==> config.mk <==
export PLATFORM = sky130hd
export DESIGN_NAME = uart_tx_arbiter_flat
export DESIGN_NICKNAME = d
export VERILOG_FILES = /design/src/rtl/uart_pkg.sv /design/src/rtl/uart_tx_arbiter_if.sv /design/src/rtl/uart_rr_picker.sv /design/src/rtl/uart_tx_arbiter.sv /design/src/flat_wrapper.sv
export SDC_FILE = /design/constraint.sdc
export NUM_CORES = 1
export LEC_CHECK = 0
export CAP_MARGIN = 0
export CELL_PAD_IN_SITES_DETAIL_PLACEMENT = 1
export CELL_PAD_IN_SITES_GLOBAL_PLACEMENT = 1
export CORE_MARGIN = 2
export CORE_UTILIZATION = 28
export DETAILED_ROUTE_END_ITERATION = 8
export GPL_TIMING_DRIVEN = 0
export PLACE_DENSITY_LB_ADDON = 0.1
export SLEW_MARGIN = 20
export SYNTH_ARGS = -nofsm -noshare
export SYNTH_HDL_FRONTEND = slang
export SYNTH_SLANG_ARGS = --single-unit
==> constraint.sdc <==
create_clock -name clk -period 2.6 [get_ports clk]
set_clock_uncertainty 0.15 [all_clocks]
set_input_delay 0.52 -clock clk [delete_from_list [all_inputs] [get_ports clk]]
set_output_delay 0.52 -clock clk [all_outputs]
set_load 0.01 [all_outputs]
==> src/rtl/uart_pkg.sv <==
// Shared types and constants for the uart transmit arbiter.
package uart_pkg;

    typedef enum logic [1:0] {
        ARB_IDLE  = 2'd0,
        ARB_ISSUE = 2'd1,
        ARB_DRAIN = 2'd2
    } uart_arb_state_t;

    localparam int UART_DATA_BITS_DEFAULT = 8;
    localparam int UART_NUM_REQ_DEFAULT   = 4;

    // Index width for a requester vector; never narrower than one bit.
    function automatic int idx_width(input int n);
        return (n > 1) ? $clog2(n) : 1;
    endfunction

endpackage

==> src/rtl/uart_tx_arbiter_if.sv <==
// Requester-side and uart-side handshake bundle of the transmit arbiter.
interface uart_tx_arbiter_if
    import uart_pkg::*;
#(
    parameter int DATA_BITS = UART_DATA_BITS_DEFAULT,
    parameter int NUM_REQ   = UART_NUM_REQ_DEFAULT
);
    localparam int IDX_W = idx_width(NUM_REQ);

    logic [NUM_REQ-1:0]           req_valid;
    logic [NUM_REQ*DATA_BITS-1:0] req_data;
    logic [NUM_REQ-1:0]           req_ack;
    logic [DATA_BITS-1:0]         uart_tx_input;
    logic                         uart_new_data;
    logic                         uart_ready;
    logic [IDX_W-1:0]             grant_id;
    logic                         busy;

    modport master (
        output req_valid, req_data, uart_ready,
        input  req_ack, uart_tx_input, uart_new_data, grant_id, busy
    );

    modport slave (
        input  req_valid, req_data, uart_ready,
        output req_ack, uart_tx_input, uart_new_data, grant_id, busy
    );

endinterface

==> src/rtl/uart_rr_picker.sv <==
// Round-robin winner search: rotate the request vector so the search starts
// at ptr+1, take the lowest set bit, and map it back to a requester index.
module uart_rr_picker
    import uart_pkg::*;
#(
    parameter  int NUM_REQ = UART_NUM_REQ_DEFAULT,
    localparam int IDX_W   = idx_width(NUM_REQ)
) (
    input  logic [NUM_REQ-1:0] req,
    input  logic [IDX_W-1:0]   ptr,
    output logic               any,
    output logic [IDX_W-1:0]   idx
);

    logic [NUM_REQ-1:0] rot_s;
    logic [IDX_W-1:0]   off_s;
    logic [IDX_W-1:0]   src_s;

    // Rotate, priority-encode from the bottom, then un-rotate.
    always_comb begin
        rot_s = '0;
        off_s = '0;
        src_s = '0;
        for (int k = 0; k < NUM_REQ; k++) begin
            src_s    = IDX_W'((int'(ptr) + 1 + k) % NUM_REQ);
            rot_s[k] = req[src_s];
        end
        any = |rot_s;
        for (int k = NUM_REQ - 1; k >= 0; k--) begin
            off_s = rot_s[k] ? IDX_W'(k) : off_s;
        end
        idx = IDX_W'((int'(off_s) + int'(ptr) + 1) % NUM_REQ);
    end

endmodule

==> src/rtl/uart_tx_arbiter.sv <==
// Shares one uart transmitter between NUM_REQ byte producers, round-robin.
// Optional build macro UART_ARB_PRIO0_EN gives requester 0 strict priority.
module uart_tx_arbiter
    import uart_pkg::*;
#(
    parameter int DATA_BITS = UART_DATA_BITS_DEFAULT,
    parameter int NUM_REQ   = UART_NUM_REQ_DEFAULT
) (
    input logic              clk,
    input logic              rst_n,
    uart_tx_arbiter_if.slave bus
);

    localparam int IDX_W = idx_width(NUM_REQ);

    uart_arb_state_t      state_r, state_nxt_s;
    logic [IDX_W-1:0]     rr_ptr_r, rr_ptr_nxt_s;
    logic [IDX_W-1:0]     grant_r, grant_nxt_s;
    logic [NUM_REQ-1:0]   ack_r, ack_nxt_s;
    logic [DATA_BITS-1:0] tx_r, tx_nxt_s;
    logic                 new_data_r, new_data_nxt_s;
    logic                 busy_r;

    logic [NUM_REQ-1:0]   pick_req_s;
    logic                 pick_any_s;
    logic [IDX_W-1:0]     pick_idx_s;
    logic                 win_any_s;
    logic [IDX_W-1:0]     win_s;
    logic                 win_upd_s;

    uart_rr_picker #(.NUM_REQ(NUM_REQ)) u_picker (
        .req (pick_req_s),
        .ptr (rr_ptr_r),
        .any (pick_any_s),
        .idx (pick_idx_s)
    );

`ifdef UART_ARB_PRIO0_EN
    // Requester 0 pre-empts the rotation and leaves the pointer alone.
    assign pick_req_s = bus.req_valid & {{(NUM_REQ-1){1'b1}}, 1'b0};

    // Winner selection with requester 0 in front.
    always_comb begin
        if (bus.req_valid[0]) begin
            win_any_s = 1'b1;
            win_s     = '0;
            win_upd_s = 1'b0;
        end else begin
            win_any_s = pick_any_s;
            win_s     = pick_idx_s;
            win_upd_s = 1'b1;
        end
    end
`else
    assign pick_req_s = bus.req_valid;

    // Winner selection, pure rotation.
    always_comb begin
        win_any_s = pick_any_s;
        win_s     = pick_idx_s;
        win_upd_s = 1'b1;
    end
`endif

    // Next-state and next-output logic of the frame sequencer.
    always_comb begin
        state_nxt_s    = state_r;
        rr_ptr_nxt_s   = rr_ptr_r;
        grant_nxt_s    = grant_r;
        tx_nxt_s       = tx_r;
        ack_nxt_s      = '0;
        new_data_nxt_s = new_data_r;
        case (state_r)
            ARB_IDLE: begin
                if (bus.uart_ready && win_any_s) begin
                    state_nxt_s    = ARB_ISSUE;
                    grant_nxt_s    = win_s;
                    rr_ptr_nxt_s   = win_upd_s ? win_s : rr_ptr_r;
                    tx_nxt_s       = bus.req_data[win_s*DATA_BITS +: DATA_BITS];
                    ack_nxt_s      = {{(NUM_REQ-1){1'b0}}, 1'b1} << win_s;
                    new_data_nxt_s = 1'b1;
                end else begin
                    new_data_nxt_s = 1'b0;
                end
            end
            ARB_ISSUE: begin
                // ready low means the uart has taken the word
                if (!bus.uart_ready) begin
                    new_data_nxt_s = 1'b0;
                    state_nxt_s    = ARB_DRAIN;
                end else begin
                    new_data_nxt_s = 1'b1;
                end
            end
            ARB_DRAIN: begin
                if (bus.uart_ready) begin
                    state_nxt_s = ARB_IDLE;
                end else begin
                    state_nxt_s = ARB_DRAIN;
                end
            end
            default: begin
                state_nxt_s    = ARB_IDLE;
                new_data_nxt_s = 1'b0;
            end
        endcase
    end

    // State and registered outputs; pointer resets so requester 0 goes first.
    always_ff @(posedge clk or negedge rst_n) begin
        if (!rst_n) begin
            state_r    <= ARB_IDLE;
            rr_ptr_r   <= IDX_W'(NUM_REQ - 1);
            grant_r    <= '0;
            tx_r       <= '0;
            ack_r      <= '0;
            new_data_r <= 1'b0;
            busy_r     <= 1'b0;
        end else begin
            state_r    <= state_nxt_s;
            rr_ptr_r   <= rr_ptr_nxt_s;
            grant_r    <= grant_nxt_s;
            tx_r       <= tx_nxt_s;
            ack_r      <= ack_nxt_s;
            new_data_r <= new_data_nxt_s;
            busy_r     <= (state_nxt_s != ARB_IDLE);
        end
    end

    assign bus.req_ack       = ack_r;
    assign bus.uart_tx_input = tx_r;
    assign bus.uart_new_data = new_data_r;
    assign bus.grant_id      = grant_r;
    assign bus.busy          = busy_r;

endmodule

==> src/flat_wrapper.sv <==
// flat-port wrapper written by rule: the top's interface ports become plain ports
module uart_tx_arbiter_flat import uart_pkg::*;
#(
    parameter int DATA_BITS = UART_DATA_BITS_DEFAULT,
    parameter int NUM_REQ   = UART_NUM_REQ_DEFAULT
)
  (clk, rst_n, bus_req_valid, bus_req_data, bus_uart_ready, bus_req_ack, bus_uart_tx_input, bus_uart_new_data, bus_grant_id, bus_busy);
  uart_tx_arbiter_if #(.DATA_BITS(DATA_BITS), .NUM_REQ(NUM_REQ)) bus_i ();
  input logic clk;
  input logic rst_n;
  input wire logic [$bits(bus_i.req_valid)-1:0] bus_req_valid;
  input wire logic [$bits(bus_i.req_data)-1:0] bus_req_data;
  input wire logic [$bits(bus_i.uart_ready)-1:0] bus_uart_ready;
  output wire logic [$bits(bus_i.req_ack)-1:0] bus_req_ack;
  output wire logic [$bits(bus_i.uart_tx_input)-1:0] bus_uart_tx_input;
  output wire logic [$bits(bus_i.uart_new_data)-1:0] bus_uart_new_data;
  output wire logic [$bits(bus_i.grant_id)-1:0] bus_grant_id;
  output wire logic [$bits(bus_i.busy)-1:0] bus_busy;
  assign bus_i.req_valid = bus_req_valid;
  assign bus_i.req_data = bus_req_data;
  assign bus_i.uart_ready = bus_uart_ready;
  assign bus_req_ack = bus_i.req_ack;
  assign bus_uart_tx_input = bus_i.uart_tx_input;
  assign bus_uart_new_data = bus_i.uart_new_data;
  assign bus_grant_id = bus_i.grant_id;
  assign bus_busy = bus_i.busy;
  uart_tx_arbiter #(.DATA_BITS(DATA_BITS), .NUM_REQ(NUM_REQ)) u_core (.clk(clk), .rst_n(rst_n), .bus(bus_i));
endmodule
==> impl_metrics.tcl, run 1 <==
set metrics [dict create \
    path_max_fanout 5 \
    numPortBuffers 53 \
    drc 0 \
    final_net_count 244 \
    status "finished, final reports clean" \
    synthesis.nets 174 \
    min_path_cells 2 \
    reg2reg_setup_slack_ns 0.02 \
    finalCritPeriodShare 0.991 \
    cp_num_buf_inv 2 \
    intPower_mw 1.81 \
    placed_area_sq_mm 0.00187 \
    netlist.area_leader.share 0.352 \
    die_h_microns 71.6 \
    rsz0062_at_grt "yes" \
    core_sq_mm 0.00438 \
    firstDrtPassIters 4 \
    worst_pin_slew_ns 0.930 \
    combPwrFrac 0.740 \
    drtIter0Drc 49 \
    netlist_instances 133 \
    area_delta_synth_final_pct 87.3 \
    netlist_area_sq_mm 0.00128 \
    switching_share 0.438 \
    startpoint_type "flop" \
    synth_edf_count 0 \
    postCtsHoldBufs 0 \
    antenna_left 0 \
    grtUsageTotal 0.190 \
    hold_path_end "u_core.bus.uart_tx_input[5]" \
    gp_congestion 0.738 \
    rr_endpoint "u_core.bus.uart_tx_input[2]" \
    ys_ff_latch 20 \
    vdd_ir_drop_max_mv 0.454 \
    max-slew-margin-rel 0.378 \
    grt.overflow.total 0 \
    initial_core_util 0.292 \
    path_cells "nand2b_4 > a21oi_2 > o221ai_2 > o21ai_2 > ha_4 > xor2_4 > buf_6 > a31oi_4 > buf_12 > a2111oi_4 > o31ai_1" \
    setup.worst_path.start "u_core.rr_ptr_r[1]" \
    p_per_area_mw_per_mm2 1350 \
    clock_sinks 20 \
    slowest_delay_ns 0.58 \
    rows 24 \
    hold_path_class "flop to flop" \
    max-cap-violations 0 \
    reg2reg_from "u_core.rr_ptr_r[1]" \
    power_mw 3.22 \
    grt_pass1_vias 1499 \
    clockBufferDepth 2 \
    max_freq_mhz 388 \
    synth_commonest_cells "20 x nor2b_1, 18 x dfrtp_1, 14 x nand2_1, 8 x a221oi_1, 8 x o31ai_1" \
    dieArea_sq_mm 0.00512 \
    cts_tree "built" \
    routed_wl_mm 5.09 \
    cp.arrival_ns 2.57 \
    maxSlewViolCount 0 \
    hold_slack_ns 0.337 \
    synth_cell_type_count 37 \
    ys_seq_area_frac 0.393 \
    slowest_stage "dfstp_2" \
    worstHoldStart "u_core.bus.uart_tx_input[5]" \
    wl_per_cell_microns 20.0 \
    grt_pass1_wl_mm 7.49 \
    path_class "flop to flop" \
    postSynthAreaPerCell_sq_um 9.61 \
    vias_per_cell 5.54 \
    p_leak_nw 0.899 \
    clock-root-buffer "clkbuf_8" \
    ioPinCount 55 \
    hpwl_mm 3.10 \
    synth.most_common_cell "nor2b_1" \
    antenna_found_initial 0 \
    finalSetupViolations 0 \
    clk_transition_reported_paths_ns 0.08 \
    cts_buffers 3 \
    critPathTopFamily "compound AO/OA/AOI/OAI gates" \
    min_period_ns 2.58 \
    h-tree-depth 1 \
    yosys_warnings 0 \
    worst_r2r_path_depth 11 \
    synthFlopType "dfrtp_1" \
    ys_async_sr_fraction 1.00 \
    num_vias 1408 \
    end_kind "flop" \
    num_antenna_cells 0 \
    hold_viol 0 \
    required_ns 2.60 \
    drive_gt1_frac 0.317 \
    p_seq_frac 0.161 \
    final_area_sq_mm 0.00239 \
    nFillCells 470 \
    clk_latency_ns 0.26 \
    grt_max_degree 21 \
    switchingPower_mw 1.41 \
    clkPwrFrac 0.099 \
    ys_top_cells_by_area "dfrtp_1 35%, nor2b_1 9.8%, a221oi_1 5.5%" \
    netlist.top_cell.by_area "dfrtp_1" \
    die_x_microns 71.6 \
]
## flip-flops by register name, indices dropped and copies added, names as in the netlist
signal and flops:
u_core.bus.busy 1, u_core.bus.grant_id 2, u_core.bus.req_ack 4, u_core.bus.uart_new_data 1
u_core.bus.uart_tx_input 8, u_core.rr_ptr_r 2, u_core.state_r 2
## power groups by stage
stage	Clock (mW)	Combinational (mW)	Sequential (mW)
after global routing	0.343	2.55	0.535
final	0.319	2.39	0.518
after CTS	0.321	1.92	0.513
after global placement	0	1.31	0.510
after floorplan	0	0.784	0.549
after detailed placement	0	1.34	0.515
## what timing repair did
| action | in CTS | in global routing |
|---|---|---|
| resized for setup | 51 | 23 |
| pin swaps | 8 | 17 |
| setup endpoints to repair | 16 | 13 |
| gates cloned | 2 | 0 |
| buffers inserted | 4 | 7 |
| hold endpoints to repair | 0 | 0 |
## tightest hold or removal path, stage by stage (launching register included)
cell and delay [ns]:
dfrtp_1 0.35, nand2_1 0.05, o31ai_1 0.06
## placed cells by master, fill, tap and decap left out, types with 3 or more instances in the layout
cell type	count
o21ai_2	4
clkdlybuf4s50_1	50
nor2b_1	19
nor3_1	4
nor2_1	5
o31ai_1	7
a2111oi_2	3
a221oi_2	7
inv_1	3
clkbuf_8	4
buf_2	4
dfrtp_1	18
buf_4	7
buf_6	4
nand2_1	14
a2111oi_4	5
## worst max path at each step
stage | endpoint | slack (ns) | cells after the start
after floorplan | u_core.bus.uart_tx_input[0] | 0.01 | 10
after global placement | u_core.bus.uart_tx_input[1] | -1.01 | 10
after detailed placement | u_core.bus.uart_tx_input[1] | -1.12 | 10
after CTS | u_core.bus.uart_tx_input[1] | -0.006 | 10
after global routing | u_core.bus.uart_tx_input[2] | -0.14 | 10
final | u_core.bus.uart_tx_input[2] | 0.02 | 11
## per-layer routing
metal	global-route usage	vias up	routed length, microns
li1	-	648	-
met1	0.217	699	1930
met2	0.359	51	2820
met3	0.0338	10	234
met4	0.0566	0	106
met5	0	-	0
## final cells by class
type / count / area (sq um) / area share
Multi-Input combinational cell: 104 / 1050 / 0.440
Inverter: 3 / 11.3 / 0.00470
Clock inverter: 1 / 30.0 / 0.0125
Buffer: 7 / 51.3 / 0.0214
Sequential cell: 20 / 503 / 0.210
Timing Repair Buffer: 64 / 638 / 0.266
Clock buffer: 3 / 41.3 / 0.0172
Tap cell: 52 / 65.1 / 0.0272
## per-stage QoR
stage	std cells	setup WS (ns)	TNS [ns]	util
3_3_place_gp	238	-1.01	-14.05	0.428
3_5_place_dp	238	-1.12	-15.38	0.428
2_1_floorplan	133	0.0138	0	-
5_1_grt	254	-0.136	-0.428	0.546
6_report	254	0.0231	0	0.546
4_1_cts	248	-0.00558	-0.00876	0.504
## cell families after synthesis
group           synth area share
buf+inv                   0.0391
fa+ha+maj                 0.0196
mux                      0.00783
xor+xnor                  0.0206
compound gates             0.268
simple gates               0.251
flops                      0.393
No activity file was read; power rests on OpenSTA's default activity.
==> inputs of run 2 (changes only) <==
Settings changed: SKIP_LAST_GASP set to 1, SYNTH_HIERARCHICAL set to 1.
==> impl_metrics.tcl, run 2 <==
set metrics [dict create \
    cts_tree "built" \
    rows 23 \
    p_per_area_mw_per_mm2 1200 \
    yosys_warnings 6 \
    path_cells "or2_1 > or2_0 > a31oi_1 > a211oi_2 > ha_2 > inv_4 > buf_8 > mux4_2 > mux2_4" \
    drc 0 \
    worst_pin_slew_ns 0.859 \
    gp_congestion 0.785 \
    min_path_cells 1 \
    min_period_ns 2.77 \
    stdcell_count 201 \
    grt_max_degree 21 \
    netlist.top_cell.by_area "dfrtp_1" \
    initial_core_util 0.291 \
    p_leak_nw 0.779 \
    status "complete, but fails checks" \
    clockBufferDepth 2 \
    path_max_fanout 6 \
    h-tree-depth 1 \
    postCtsHoldBufs 0 \
    vdd_ir_drop_max_mv 0.563 \
    dieArea_sq_mm 0.00473 \
    wl_per_cell_microns 15.3 \
    rsz0062_at_grt "yes" \
    numPortBuffers 53 \
    die_x_microns 68.7 \
    ys_async_sr_fraction 1.00 \
    final_area_sq_mm 0.00188 \
    final_cell_mix "50 x clkdlybuf4s50_1, 18 x dfrtp_1, 10 x nor2_1" \
    end_kind "flop" \
    grt.overflow.total 0 \
    routed_wl_mm 3.08 \
    max_freq_mhz 360 \
    grt_pass1_wl_mm 4.64 \
    largest_reg_flops 8 \
    reg2reg_from "u_core/rr_ptr_r[0]" \
    netlist_area_sq_mm 0.00117 \
    netlist_instances 89 \
    vias_per_cell 4.78 \
    area_delta_synth_final_pct 59.8 \
    netlist.area_leader.share 0.384 \
    nFillCells 420 \
    worstHoldStart "u_core/bus.uart_tx_input[0]" \
    hold_viol 0 \
    startpoint_type "flop" \
    synthesis.nets 129 \
    path_class "flop to flop" \
    max-cap-violations 0 \
    synth.most_common_cell "dfrtp_1" \
    ys_seq_area_frac 0.429 \
    required_ns 2.59 \
    grtUsageTotal 0.136 \
    ys_top_cells_by_area "dfrtp_1 38%, mux4_1 9.0%, mux2_2 7.7%" \
    cts_buffers 3 \
    postSynthAreaPerCell_sq_um 13.2 \
    hold_path_end "u_core/bus.uart_tx_input[0]" \
    setup.worst_path.start "u_core/rr_ptr_r[0]" \
    placed_area_sq_mm 0.00179 \
    antenna_left 0 \
    reg2reg_setup_slack_ns -0.17 \
    slowest_delay_ns 0.57 \
    final_net_count 193 \
    dp_cells 192 \
    slowest_stage "dfstp_2" \
    core_sq_mm 0.00403 \
    hpwl_mm 2.35 \
    synthFlopType "dfrtp_1" \
    ys_ff_latch 20 \
    clock-root-buffer "clkbuf_8" \
    drtIter0Drc 20 \
    clock_sinks 20 \
    clk_transition_reported_paths_ns 0.07 \
    finalCritPeriodShare 1.07 \
    num_antenna_cells 0 \
    max-slew-margin-rel 0.426 \
    mostFrequentLayoutCell "clkdlybuf4s50_1" \
    synth_edf_count 0 \
    rr_endpoint "u_core/bus.uart_tx_input[5]" \
    fin_ws_ns -0.174 \
    cp.arrival_ns 2.76 \
    finalSetupViolations 8 \
    synth_commonest_cells "18 x dfrtp_1, 10 x nor2_1, 8 x mux2_2" \
    ioPinCount 55 \
    violations "negative setup slack" \
    worst_r2r_path_depth 9 \
    hold_path_class "flop to flop" \
    num_vias 961 \
    clk_latency_ns 0.25 \
    drive_gt1_frac 0.278 \
    synth_cell_type_count 37 \
    die_h_microns 68.7 \
    antenna_found_initial 0 \
    dp_worst_setup_slack_ns -0.893 \
    grt_pass1_vias 1032 \
    firstDrtPassIters 2 \
    maxSlewViolCount 0 \
]
run 2: cells by family after synthesis:
group           Yosys count  synth area share
simple gates             26             0.120
mux                      20             0.294
flops                    20             0.429
buf+inv                  11            0.0661
compound gates            8            0.0576
xor+xnor                  3            0.0224
fa+ha+maj                 1            0.0107
run 2: per-layer routing:
layer,track usage,share of wire
met5,0,0
met4,0.0809,0.028
met3,0.0341,0.079
met2,0.233,0.52
met1,0.153,0.37
run 2: worst max path at each step:
| stage | end | slack [ns] | depth (start not counted) |
|---|---|---|---|
| after floorplan | u_core/bus.uart_tx_input[4] | -0.09 | 10 |
| after global placement | u_core/bus.uart_tx_input[5] | -0.85 | 11 |
| after detailed placement | u_core/bus.uart_tx_input[5] | -0.89 | 11 |
| after CTS | u_core/bus.uart_tx_input[5] | -0.22 | 9 |
| after global routing | u_core/bus.uart_tx_input[6] | -0.31 | 9 |
| final | u_core/bus.uart_tx_input[5] | -0.17 | 9 |
run 2: layout make-up:
cell class                      count  area [sq um]  share of cell area
Sequential cell                    20           503               0.268
Clock buffer                        3          41.3              0.0220
Buffer                              5          55.1              0.0294
Timing Repair Buffer               60           572               0.305
Tap cell                           50          62.6              0.0334
Multi-Input combinational cell     58           621               0.331
Inverter                            5          21.3              0.0113
run 2: worst max-delay path, delay by kind of cell, from the launching register on:
| kind | cells | cell delay (ns) |
|---|---|---|
| compound gates | 2 | 0.35 |
| fa+ha+maj | 1 | 0.34 |
| buf+inv | 2 | 0.24 |
| flops | 1 | 0.57 |
| mux | 2 | 0.76 |
| simple gates | 2 | 0.25 |
run 2: timing repair:
item | in CTS | in global routing
cloned | 0 | 0
resized for setup | 12 | 0
endpoints found under the setup margin | 16 | 9
pin swaps | 7 | 2
setup buffers | 6 | 1
run 2: per-stage QoR:
step	hold slack, ns	total power [mW]	utilization	TNS, ns
after floorplan	0.0744	1.51	-	-0.440
after global placement	0.339	1.95	0.445	-9.25
after detailed placement	0.343	1.98	0.445	-10.15
after CTS	0.359	2.28	0.464	-1.42
after global routing	0.369	2.42	0.466	-2.10
final	0.358	2.25	0.466	-1.09
run 2: where the power goes:
part | total [mW] | internal [mW] | switching [mW]
Clock | 0.196 | 0.103 | 0.0927
Combinational | 1.52 | 0.939 | 0.578
Sequential | 0.536 | 0.455 | 0.0810
